$ cat src/rtl/branch_pkg.sv
// Shared definitions for the branch resolution unit: branch opcodes, FSM
// states and the flush counter width.
package branch_pkg;

  localparam logic BR_BNE = 1'b0;
  localparam logic BR_BLT = 1'b1;

  localparam int FLUSH_CNT_W = 4;

  typedef enum logic [1:0] {
    IDLE     = 2'd0,
    REDIRECT = 2'd1,
    FLUSH    = 2'd2
  } br_state_e;

  function automatic logic br_taken(input logic op, input logic ne, input logic lt);
    return (op == BR_BLT) ? lt : ne;
  endfunction

endpackage

$ cat src/rtl/target_adder.sv
// Ripple-carry adder for the branch target, structured like the ALU adder.
// Carry-out of the MSB is never formed; the sum wraps modulo 2^DATA_W.
module target_adder #(
  parameter int DATA_W = 32
) (
  input  logic [DATA_W-1:0] a_i,
  input  logic [DATA_W-1:0] b_i,
  output logic [DATA_W-1:0] sum_o
);

  for (genvar i = 0; i < DATA_W; i++) begin : g_bit
    logic cin;
    if (i == 0) begin : g_lsb
      assign cin = 1'b0;
    end else begin : g_chain
      assign cin = (a_i[i-1] & b_i[i-1]) | (g_bit[i-1].cin & (a_i[i-1] ^ b_i[i-1]));
    end
    assign sum_o[i] = a_i[i] ^ b_i[i] ^ cin;
  end

endmodule

$ cat src/rtl/branch_resolve.sv
// Execute-stage branch resolution: redirect PC and multi-cycle flush on taken
// branches. Define BRANCH_RESOLVE_STATS_EN to build the 32-bit stats counters.
import branch_pkg::*;

module branch_resolve #(
  parameter int FLUSH_CYCLES = 2,
  parameter int DATA_W       = 32
) (
  input  logic              clock,
  input  logic              resetn,
  input  logic              br_valid,
  input  logic              br_op,
  input  logic              is_not_equal,
  input  logic              is_less_than,
  input  logic [DATA_W-1:0] pc_plus1,
  input  logic [DATA_W-1:0] imm_offset,
  input  logic              stall,
  output logic              br_ready,
  output logic              redirect_valid,
  output logic [DATA_W-1:0] redirect_pc,
  output logic              flush,
  output logic [31:0]       br_count,
  output logic [31:0]       br_taken_count
);

  localparam logic [FLUSH_CNT_W-1:0] FLUSH_INIT = FLUSH_CNT_W'(FLUSH_CYCLES - 1);
  localparam logic [FLUSH_CNT_W-1:0] CNT_ONE    = FLUSH_CNT_W'(1);

  br_state_e               state_q;
  logic [FLUSH_CNT_W-1:0]  flush_cnt_q;
  logic [DATA_W-1:0]       redirect_pc_q;
  logic [DATA_W-1:0]       target_d;
  logic                    accept;
  logic                    taken;

  target_adder #(.DATA_W(DATA_W)) u_target_adder (
    .a_i  (pc_plus1),
    .b_i  (imm_offset),
    .sum_o(target_d)
  );

  assign accept = br_valid & br_ready & ~stall;
  assign taken  = br_taken(br_op, is_not_equal, is_less_than);

  // REDIRECT holds the counter; FLUSH counts it down and exits when it reads 1.
  always_ff @(posedge clock or negedge resetn) begin
    if (!resetn) begin
      state_q       <= IDLE;
      flush_cnt_q   <= '0;
      redirect_pc_q <= '0;
    end else begin
      case (state_q)
        IDLE: begin
          if (accept && taken) begin
            state_q       <= REDIRECT;
            flush_cnt_q   <= FLUSH_INIT;
            redirect_pc_q <= target_d;
          end
        end
        REDIRECT: begin
          state_q <= (flush_cnt_q != '0) ? FLUSH : IDLE;
        end
        FLUSH: begin
          flush_cnt_q <= flush_cnt_q - CNT_ONE;
          if (flush_cnt_q == CNT_ONE) state_q <= IDLE;
        end
        default: state_q <= IDLE;
      endcase
    end
  end

  assign br_ready       = (state_q == IDLE);
  assign redirect_valid = (state_q == REDIRECT);
  assign flush          = (state_q != IDLE);
  assign redirect_pc    = redirect_pc_q;

`ifdef BRANCH_RESOLVE_STATS_EN
  logic [31:0] br_count_q;
  logic [31:0] br_taken_count_q;
  logic [31:0] br_count_d;
  logic [31:0] br_taken_count_d;

  assign br_count_d       = br_count_q + 32'd1;
  assign br_taken_count_d = br_taken_count_q + 32'd1;

  always_ff @(posedge clock or negedge resetn) begin
    if (!resetn) begin
      br_count_q       <= '0;
      br_taken_count_q <= '0;
    end else if (accept) begin
      br_count_q <= br_count_d;
      if (taken) br_taken_count_q <= br_taken_count_d;
    end
  end

  assign br_count       = br_count_q;
  assign br_taken_count = br_taken_count_q;
`else
  assign br_count       = '0;
  assign br_taken_count = '0;
`endif

endmodule

$ cat config.mk
export PLATFORM = sky130hd
export DESIGN_NAME = branch_resolve
export DESIGN_NICKNAME = d
export VERILOG_FILES = /design/src/rtl/branch_pkg.sv /design/src/rtl/target_adder.sv /design/src/rtl/branch_resolve.sv
export SDC_FILE = /design/constraint.sdc
export NUM_CORES = 1
export LEC_CHECK = 0
export CAP_MARGIN = 15
export CORE_MARGIN = 4
export CORE_UTILIZATION = 39
export CTS_BUF_LIST = sky130_fd_sc_hd__clkbuf_8
export CTS_CLUSTER_DIAMETER = 100
export DETAILED_ROUTE_END_ITERATION = 8
export GPL_TIMING_DRIVEN = 1
export PLACE_DENSITY = 0.94
export SYNTH_ARGS = -nofsm -noshare
export SYNTH_HDL_FRONTEND = slang
export SYNTH_SLANG_ARGS = --single-unit
$ cat constraint.sdc
create_clock -name clock -period 2 [get_ports clock]
set_input_delay 0.4 -clock clock [delete_from_list [all_inputs] [get_ports clock]]
set_output_delay 0.4 -clock clock [all_outputs]
set_load 0.1 [all_outputs]
[Word-level counts from Yosys, hierarchy flattened]
Index checks and enable logic that the tools add are counted.
Widths: inputs -> output; s select.
Operators by class
  $add $sub $neg: 1
  equality and inequality tests: 5
  mux-type cells: 7
  bitwise gates (word level): 157
  reductions and logical operators: 8
Operator list (number)
  $and 1x1->1: 63
  $xor 1x1->1: 63
  $or 1x1->1: 30
  $pmux 4 s2: 1
  $mux 2: 3
  $pmux 2 s3: 1
  $reduce_and 2->1: 3
  $eq 4x1->1 const B: 1
  $mux 4: 1
  $reduce_bool 2->1: 2
  $reduce_bool 4->1: 1
  $sub 4x1->4 const B: 1
  $eq 2x1->1 const B: 1
  $eq 2x2->1 const B: 1
  $logic_not 2->1: 1
  $ne 2x1->1 const B: 1
  $ne 2x2->1 const B: 1
  $logic_and 1x1->1: 1
  $mux 1: 1
  $not 1->1: 1
Word-level totals
  bits in registers: 38
  input bits: 71
  output and inout bits: 99
  logic and storage cells: 181

[Logic depth before layout (Yosys ltp)]
Gate-level depths: netlist of run 1.
  depth in word-level cells: 62
  mapped depth: 35
  depth with buffers taken out: 35

[Hierarchy]
From an unflattened synthesis of run 1, not the netlist that was laid out.
Second synthesis, totals
  cells, all modules: 202
  area total of the unflattened synthesis: 2766.4 µm²
Modules (own cells, without submodules)
  branch_resolve: instances 1, cells each 165, area each 2110.8 µm², seq. area each 950.9 µm²
  target_adder: instances 1, cells each 37, area each 655.6 µm², seq. area each 0.0 µm²

[Worst setup path after synthesis of run 1]
No wires, ideal clock.
  path kind: input -> register
  start point: in pc_plus1[0]
  end point: reg redirect_pc_q[31] (netlist: redirect_pc[31])
  arrival time: 12.177 ns
  data required time: 1.874 ns
  setup slack: -10.304 ns
  stages: 35
  buffers on the path: 0
  path through: ha_1 -> fa_1 -> fa_1 -> fa_1 -> fa_1 -> fa_1 -> fa_1 -> fa_1 -> fa_1 -> fa_1 -> fa_1 -> fa_1 -> fa_1 -> fa_1 -> fa_1 -> fa_1 -> inv_1 -> fa_1 -> inv_1 -> fa_1 -> fa_1 -> fa_1 -> fa_1 -> fa_1 -> fa_1 -> fa_1 -> fa_1 -> fa_1 -> fa_1 -> fa_1 -> fa_1 -> fa_1 -> fa_1 -> xnor2_1 -> mux2_4
On the way
  longest elaborated chain between the ends: 62
Ends and longest elaborated chain
  from (decl): RTL line branch_resolve.sv:15  | input logic [DATA_W-1:0] pc_plus1,
  $and 1x1->1 (2 in a row): RTL line target_adder.sv:16  | assign cin = (a_i[i-1] & b_i[i-1]) | (g_bit[i-1].cin & (a_i[i-1] ^ b_i[i-1]));
  $or 1x1->1: RTL line target_adder.sv:16
  $and 1x1->1: RTL line target_adder.sv:16
  $or 1x1->1: RTL line target_adder.sv:16
  $and 1x1->1: RTL line target_adder.sv:16
  $or 1x1->1: RTL line target_adder.sv:16
  $and 1x1->1: RTL line target_adder.sv:16
  $or 1x1->1: RTL line target_adder.sv:16
  [... 45 more ...]
  $or 1x1->1: RTL line target_adder.sv:16
  $and 1x1->1: RTL line target_adder.sv:16
  $or 1x1->1: RTL line target_adder.sv:16
  $and 1x1->1: RTL line target_adder.sv:16
  $or 1x1->1: RTL line target_adder.sv:16
  $and 1x1->1: RTL line target_adder.sv:16
  $or 1x1->1: RTL line target_adder.sv:16
  $xor 1x1->1: RTL line target_adder.sv:18  | assign sum_o[i] = a_i[i] ^ b_i[i] ^ cin;
  to (signal assigned): RTL line branch_resolve.sv:57  | redirect_pc_q <= target_d;
  to (decl): RTL line branch_resolve.sv:31  | logic [DATA_W-1:0] redirect_pc_q;
Every way passes these cells.
A chain may end at the register's enable or synchronous reset.

[Final worst setup path of run 1]
Ends and elaborated chain as after synthesis.

==> results.toml, run 1 <==
[setup_path]
critPathTopFamily = "adder cells"
cp_data_arrival_time_ns = 11.54
max_stage_delay_ns = 0.38
cpMostUsedCell = "fa_2"
cpMaxStageDelayCell = "fa_2"
critPathBufInv = 3
worst-setup-path-type = "input port to register"
crit_path_end_kind = "register"
cp.required_ns = 2.17
startpoint_type = "input port"
crit_fanout = 1

[clocking]
path_clk_slew_ns = 0.07
root_buffer = "clkbuf_8"
cts_tree = "yes"
cts_sinks = 38
postCtsSetupBuffers = 0
htree_levels = 2
clock_latency_ns = 0.28
numCtsBuffers = 5
ctsHoldBuffers = 0
max-clock-path-buffers = 2

[hold_path]
hold_path_class = "input port to asynchronous set/reset pin"

[die]
io_pins = 170
core-area_mm2 = 0.00683
die_area_mm2 = 0.00850
start_util = 0.405
die_w_um = 92.2
rows = 30
dieHeight_um = 92.2

[place]
globalplace.congestion = 0.679
dpl.cell_count = 402
dp_hpwl_um = 4900
portBuffers = 105

[routing]
drtAntennaViolNets = 0
vias_per_cell = 4.08
wire_per_inst_um = 14.0
drtPass1Iterations = 4
dr.first_iter.drc_count = 18
vias = 1671
wl_um = 5760
drc = 0

[logic_synthesis]
netlist-cell-type-count = 26
syn_inst = 203
ys_seq_elements = 38
yosysSeqAreaShare = 0.344
syn_area_mm2 = 0.00277
syn_area_per_cell_um2 = 13.6
ys_warn_count = 0

[grt]
gr-total-overflow = 0
antenna_found_initial = 0
grt_pass1_wl_um = 8890
grt_use_total = 0.134
grt_max_degree = 34
grt_pass1_vias = 1819

[run_status]
status = "complete, but fails checks"
violations = "setup timing"

[finish]
area_growth_pct = 38.1
drive_gt1_frac = 0.363
nets = 417
final_cells = 410
num_antenna_cells = 0

[timing]
fin_ws_ns = -9.37
hold_ws_ns = 0.0763
clock_skew_ns = 0.00273
max_freq_mhz = 88.0
final_max_slew_viol_count = 0
period_needed_ns = 11.37
period_share = 5.68
hold_viol_final = 0
grt_setup_unrepaired = "yes"
finalSetupViolCount = 28

[flow_run]
cap_viol_max_count = 0
-- synthesized netlist by cell type (all sizes together) --
| library cell | count | area share |
|---|---|---|
| a21o | 1 | 0.0027 |
| mux2i | 2 | 0.0072 |
| and2b | 1 | 0.0027 |
| ha | 3 | 0.014 |
| o22ai | 2 | 0.0045 |
| or2b | 1 | 0.0027 |
| o21ba | 1 | 0.0036 |
| xor2 | 1 | 0.0032 |
| mux2 | 31 | 0.15 |
| xnor2 | 3 | 0.0095 |
| buf | 68 | 0.20 |
| or2 | 1 | 0.0032 |
| a21oi | 1 | 0.0018 |
| nor4b | 1 | 0.0054 |
| nor2 | 3 | 0.0041 |
| nand2 | 4 | 0.0054 |
| fa | 30 | 0.22 |
| dfrtp | 38 | 0.34 |
| inv | 8 | 0.011 |
| nand3b | 1 | 0.0027 |
| nor3 | 1 | 0.0018 |
| conb | 1 | 0.0014 |
-- kinds of logic (layout without fill, tap and decap cells) --
kind of cell,Yosys count,count (layout),synth area share
compound gates,5,5,0.0127
buf+inv,76,124,0.210
mux,33,33,0.161
xor+xnor,4,4,0.0127
simple gates,13,13,0.0280
fa+ha+maj,33,33,0.231
flops,38,38,0.344
other cells,1,64,0.00136
-- stage by stage --
stage	setup TNS [ns]	util	instance area [um^2]	setup WS [ns]
floorplan	-135.94	-	3100	-9.14
global route	-141.38	0.559	3820	-9.59
CTS	-140.07	0.557	3810	-9.50
global placement	-155.13	0.542	3710	-9.89
detailed placement	-158.35	0.542	3710	-10.06
finish	-138.60	0.559	3820	-9.37
-- worst paths after layout --
path	start	to	slack [ns]	cells after the start
max in group asynchronous	resetn	redirect_pc[2]$_DFFE_PN0P_	1.31	2
hold / removal	resetn	flush_cnt_q[3]$_DFFE_PN0P_	0.08	1
setup reg to reg	state_q[1]$_DFFE_PN0P_	redirect_pc[6]$_DFFE_PN0P_	0.26	4
setup / recovery	pc_plus1[0]	redirect_pc[31]$_DFFE_PN0P_	-9.37	36
hold reg to reg	redirect_pc[1]$_DFFE_PN0P_	redirect_pc[1]$_DFFE_PN0P_	0.50	1
min in group clock	imm_offset[0]	redirect_pc[0]$_DFFE_PN0P_	0.46	3
-- per-layer routing --
layer	vias up	part of all wire	global-route usage
met5	-	0	0
met4	0	0.0071	0.0285
li1	737	-	-
met3	5	0.098	0.0484
met2	93	0.55	0.251
met1	836	0.35	0.143
-- cells in the final DEF (no fill, tap or decap) --
cell             Yosys  final
conb_1               1     64
buf_12               3      4
fa_2                 0     30
or2_4                1      1
mux2_4              20     28
and2b_1              1      1
buf_8                0      1
clkbuf_8             0      6
nand2_1              4      4
inv_2                0      2
buf_6                1      1
or2b_1               1      1
buf_2                0      2
mux2_1               4      2
nand3b_1             1      1
clkdlybuf4s15_1      0      1
dfrtp_1             38     38
inv_1                8      7
a21oi_1              1      1
ha_4                 0      1
o21ba_2              1      1
buf_4               64     34
clkdlybuf4s50_1      0     65
a21o_1               1      1
nor4b_4              0      1
ha_1                 3      2
mux2i_1              2      2
nor2_1               3      3
xor2_1               1      1
xnor2_1              3      3
clkinv_2             0      1
mux2_2               7      1
o22ai_1              2      2
nor3_1               1      1
-- layout make-up --
cell class | count | area, um^2
Clock buffer | 6 | 82.6
Fill cell | 582 | 3010
Clock inverter | 2 | 8.76
Multi-Input combinational cell | 152 | 1600
Sequential cell | 38 | 951
Tap cell | 96 | 120
Inverter | 8 | 30.0
Timing Repair Buffer | 108 | 1030
-- repair_timing --
action / 4_1_cts / 5_1_grt
pin swaps: 4 / 7
setup endpoints to repair: 29 / 28
gates resized for setup: 19 / 4
-- flip-flops by register name, indices dropped and copies added (netlist names) --
| name | flops |
|---|---|
| redirect_pc | 32 |
| flush_cnt_q | 4 |
| state_q | 2 |
Power of run 1 is left out: the tool's default activity adds up to more than one toggle a clock period on the data nets, which glitch-free logic cannot reach.
==> run 2, diff against run 1 <==
--- a/config.mk
+++ b/config.mk
@@ -7,12 +7,13 @@
 export LEC_CHECK = 0
 export CAP_MARGIN = 15
 export CORE_MARGIN = 4
-export CORE_UTILIZATION = 39
+export CORE_UTILIZATION = 57
 export CTS_BUF_LIST = sky130_fd_sc_hd__clkbuf_8
 export CTS_CLUSTER_DIAMETER = 100
 export DETAILED_ROUTE_END_ITERATION = 8
+export DONT_BUFFER_PORTS = 1
 export GPL_TIMING_DRIVEN = 1
-export PLACE_DENSITY = 0.94
+export PLACE_DENSITY = 0.82
 export SYNTH_ARGS = -nofsm -noshare
 export SYNTH_HDL_FRONTEND = slang
 export SYNTH_SLANG_ARGS = --single-unit
==> run 2 against run 1 <==
  * Clock skew increased by 0.0048 ns
  * First-iteration DRC count increased by 67%
  * Die area decreased by 29%
  * Fmax increased by 1.7%
  * Sequential cell count unchanged
  * Cell area decreased by 24%
  * The flow still finishes with violations (setup timing)
  * Sequential share of layout area increased by 8.0 points
  * Routed wire length decreased by 16%
  * Global-route usage increased by 3.3 points
  * Register-to-register slack got worse by 0.08 ns
  * Worst setup slack improved by 0.19 ns
  * Critical path depth decreased by 1
==> results.toml, run 2 (synthesized netlist as in run 1, its figures left out) <==
[run_status]
status = "complete, but fails checks"
violations = "setup timing"

[die]
rows = 25
die_area_mm2 = 0.00603
dieHeight_um = 77.7
io_pins = 170
core-area_mm2 = 0.00472
start_util = 0.586
die_w_um = 77.7

[grt]
gr-total-overflow = 0
grt_use_total = 0.167
antenna_found_initial = 0
grt_pass1_vias = 1385
grt_pass1_wl_um = 7670
grt_max_degree = 39

[clocking]
max-clock-path-buffers = 2
root_buffer = "clkbuf_8"
cts_tree = "yes"
path_clk_slew_ns = 0.08
cts_sinks = 38
htree_levels = 2
postCtsSetupBuffers = 0
numCtsBuffers = 5
clock_latency_ns = 0.29

[timing]
clock_skew_ns = 0.00757
finalSetupViolCount = 28
max_freq_mhz = 89.4
worstMarginPinSlew_ns = 0.925
hold_viol_final = 0
fin_ws_ns = -9.18
hold_ws_ns = 0.272
period_needed_ns = 11.18
grt_setup_unrepaired = "yes"
final_max_slew_viol_count = 0
max_slew_margin = 0.383
period_share = 5.59

[place]
portBuffers = 0
dp_hpwl_um = 3980
globalplace.congestion = 0.742

[routing]
drtAntennaViolNets = 0
vias_per_cell = 4.48
vias = 1253
drtPass1Iterations = 4
wire_per_inst_um = 17.4
wl_um = 4870
dr.first_iter.drc_count = 30
drc = 0

[setup_path]
cpMaxStageDelayCell = "fa_2"
cp_data_arrival_time_ns = 11.36
cp.required_ns = 2.18
worst-setup-path-type = "input port to register"
cpMostUsedCell = "fa_2"
startpoint_type = "input port"
crit_path_end_kind = "register"
max_stage_delay_ns = 0.37
crit_fanout = 1

[finish]
drive_gt1_frac = 0.371
largest_reg_flops = 32
nets = 316
num_antenna_cells = 0
final_cell_mix = "conb_1 (64), dfrtp_1 (38), fa_2 (30)"
layout_commonest_cell = "conb_1"
area_growth_pct = 4.52

[flow_run]
cap_viol_max_count = 0

[hold_path]
hold_path_class = "input port to register"
run 2: cell count changes in the layout (fill, tap and decap cells not counted):
cell	previous run	this run
mux2_2	1	0
buf_4	34	3
bufinv_16	0	2
inv_1	7	6
dlygate4sd3_1	0	1
mux2_4	28	29
clkdlybuf4s50_1	65	0
clkinv_2	1	0
buf_12	4	2
buf_2	2	0
clkdlybuf4s15_1	1	0
buf_8	1	0
run 2: timing repair:
item | CTS | global route
hold endpoints to repair | 38 | 0
hold buffers | 2 | 0
gates resized for setup | 6 | 2
setup endpoints to repair | 28 | 29
run 2: layout make-up:
class	instances	area (um^2)
Fill cell	364	1830
Multi-Input combinational cell	152	1600
Sequential cell	38	951
Timing Repair Buffer	7	83.8
Tap cell	67	83.8
Clock buffer	6	82.6
Clock inverter	2	60.1
Inverter	8	30.0
run 2: per-stage QoR:
step,util,setup WS (ns),setup TNS (ns),std cells,cell area [um^2]
2_1_floorplan,-,-9.14,-135.94,266,3100
3_3_place_gp,0.569,-9.40,-139.94,270,2690
3_5_place_dp,0.569,-9.53,-142.56,270,2690
4_1_cts,0.611,-9.22,-133.78,280,2880
5_1_grt,0.612,-9.40,-136.82,280,2890
6_report,0.612,-9.18,-133.39,280,2890
run 2: final timing paths:
| kind | start | endpoint | slack [ns] | depth (start not counted) |
|---|---|---|---|---|
| worst max-delay path | pc_plus1[0] | redirect_pc[31]$_DFFE_PN0P_ | -9.18 | 35 |
| worst min-delay path | stall | flush_cnt_q[2]$_DFFE_PN0P_ | 0.27 | 2 |
| worst max register to register | state_q[1]$_DFFE_PN0P_ | redirect_pc[2]$_DFFE_PN0P_ | 0.18 | 4 |
| worst min register to register | flush_cnt_q[1]$_DFFE_PN0P_ | flush_cnt_q[1]$_DFFE_PN0P_ | 0.56 | 2 |
| max in group asynchronous | resetn | redirect_pc[4]$_DFFE_PN0P_ | 1.20 | 2 |
| min in group asynchronous | resetn | flush_cnt_q[0]$_DFFE_PN0P_ | 0.61 | 2 |
run 2: per-layer routing:
| layer | track usage | wire, um | up-vias |
|---|---|---|---|
| met5 | 0 | 0 | - |
| met4 | 0.0534 | 52 | 0 |
| met3 | 0.0650 | 573 | 5 |
| met2 | 0.281 | 2600 | 85 |
| met1 | 0.196 | 1640 | 629 |
| li1 | - | - | 534 |
run 2: critical path: cells and delay by family:
kind / cells / cell delay [ns]
buffers and inverters: 2 / 0.10
adder cells (fa/ha/maj): 31 / 10.48
multiplexers: 1 / 0.25
XOR/XNOR: 1 / 0.13
Power of run 2 is left out for the same reason.
==> run 3, diff against run 2 <==
--- a/config.mk
+++ b/config.mk
@@ -7,13 +7,12 @@
 export LEC_CHECK = 0
 export CAP_MARGIN = 15
 export CORE_MARGIN = 4
-export CORE_UTILIZATION = 57
+export CORE_UTILIZATION = 39
 export CTS_BUF_LIST = sky130_fd_sc_hd__clkbuf_8
 export CTS_CLUSTER_DIAMETER = 100
 export DETAILED_ROUTE_END_ITERATION = 8
-export DONT_BUFFER_PORTS = 1
 export GPL_TIMING_DRIVEN = 1
-export PLACE_DENSITY = 0.82
+export PLACE_DENSITY = 0.94
 export SYNTH_ARGS = -nofsm -noshare
 export SYNTH_HDL_FRONTEND = slang
 export SYNTH_SLANG_ARGS = --single-unit
==> results of run 3 <==
The final DEF is identical to that of run 1; final timing and power are the same.
Power of run 3 is left out for the same reason.
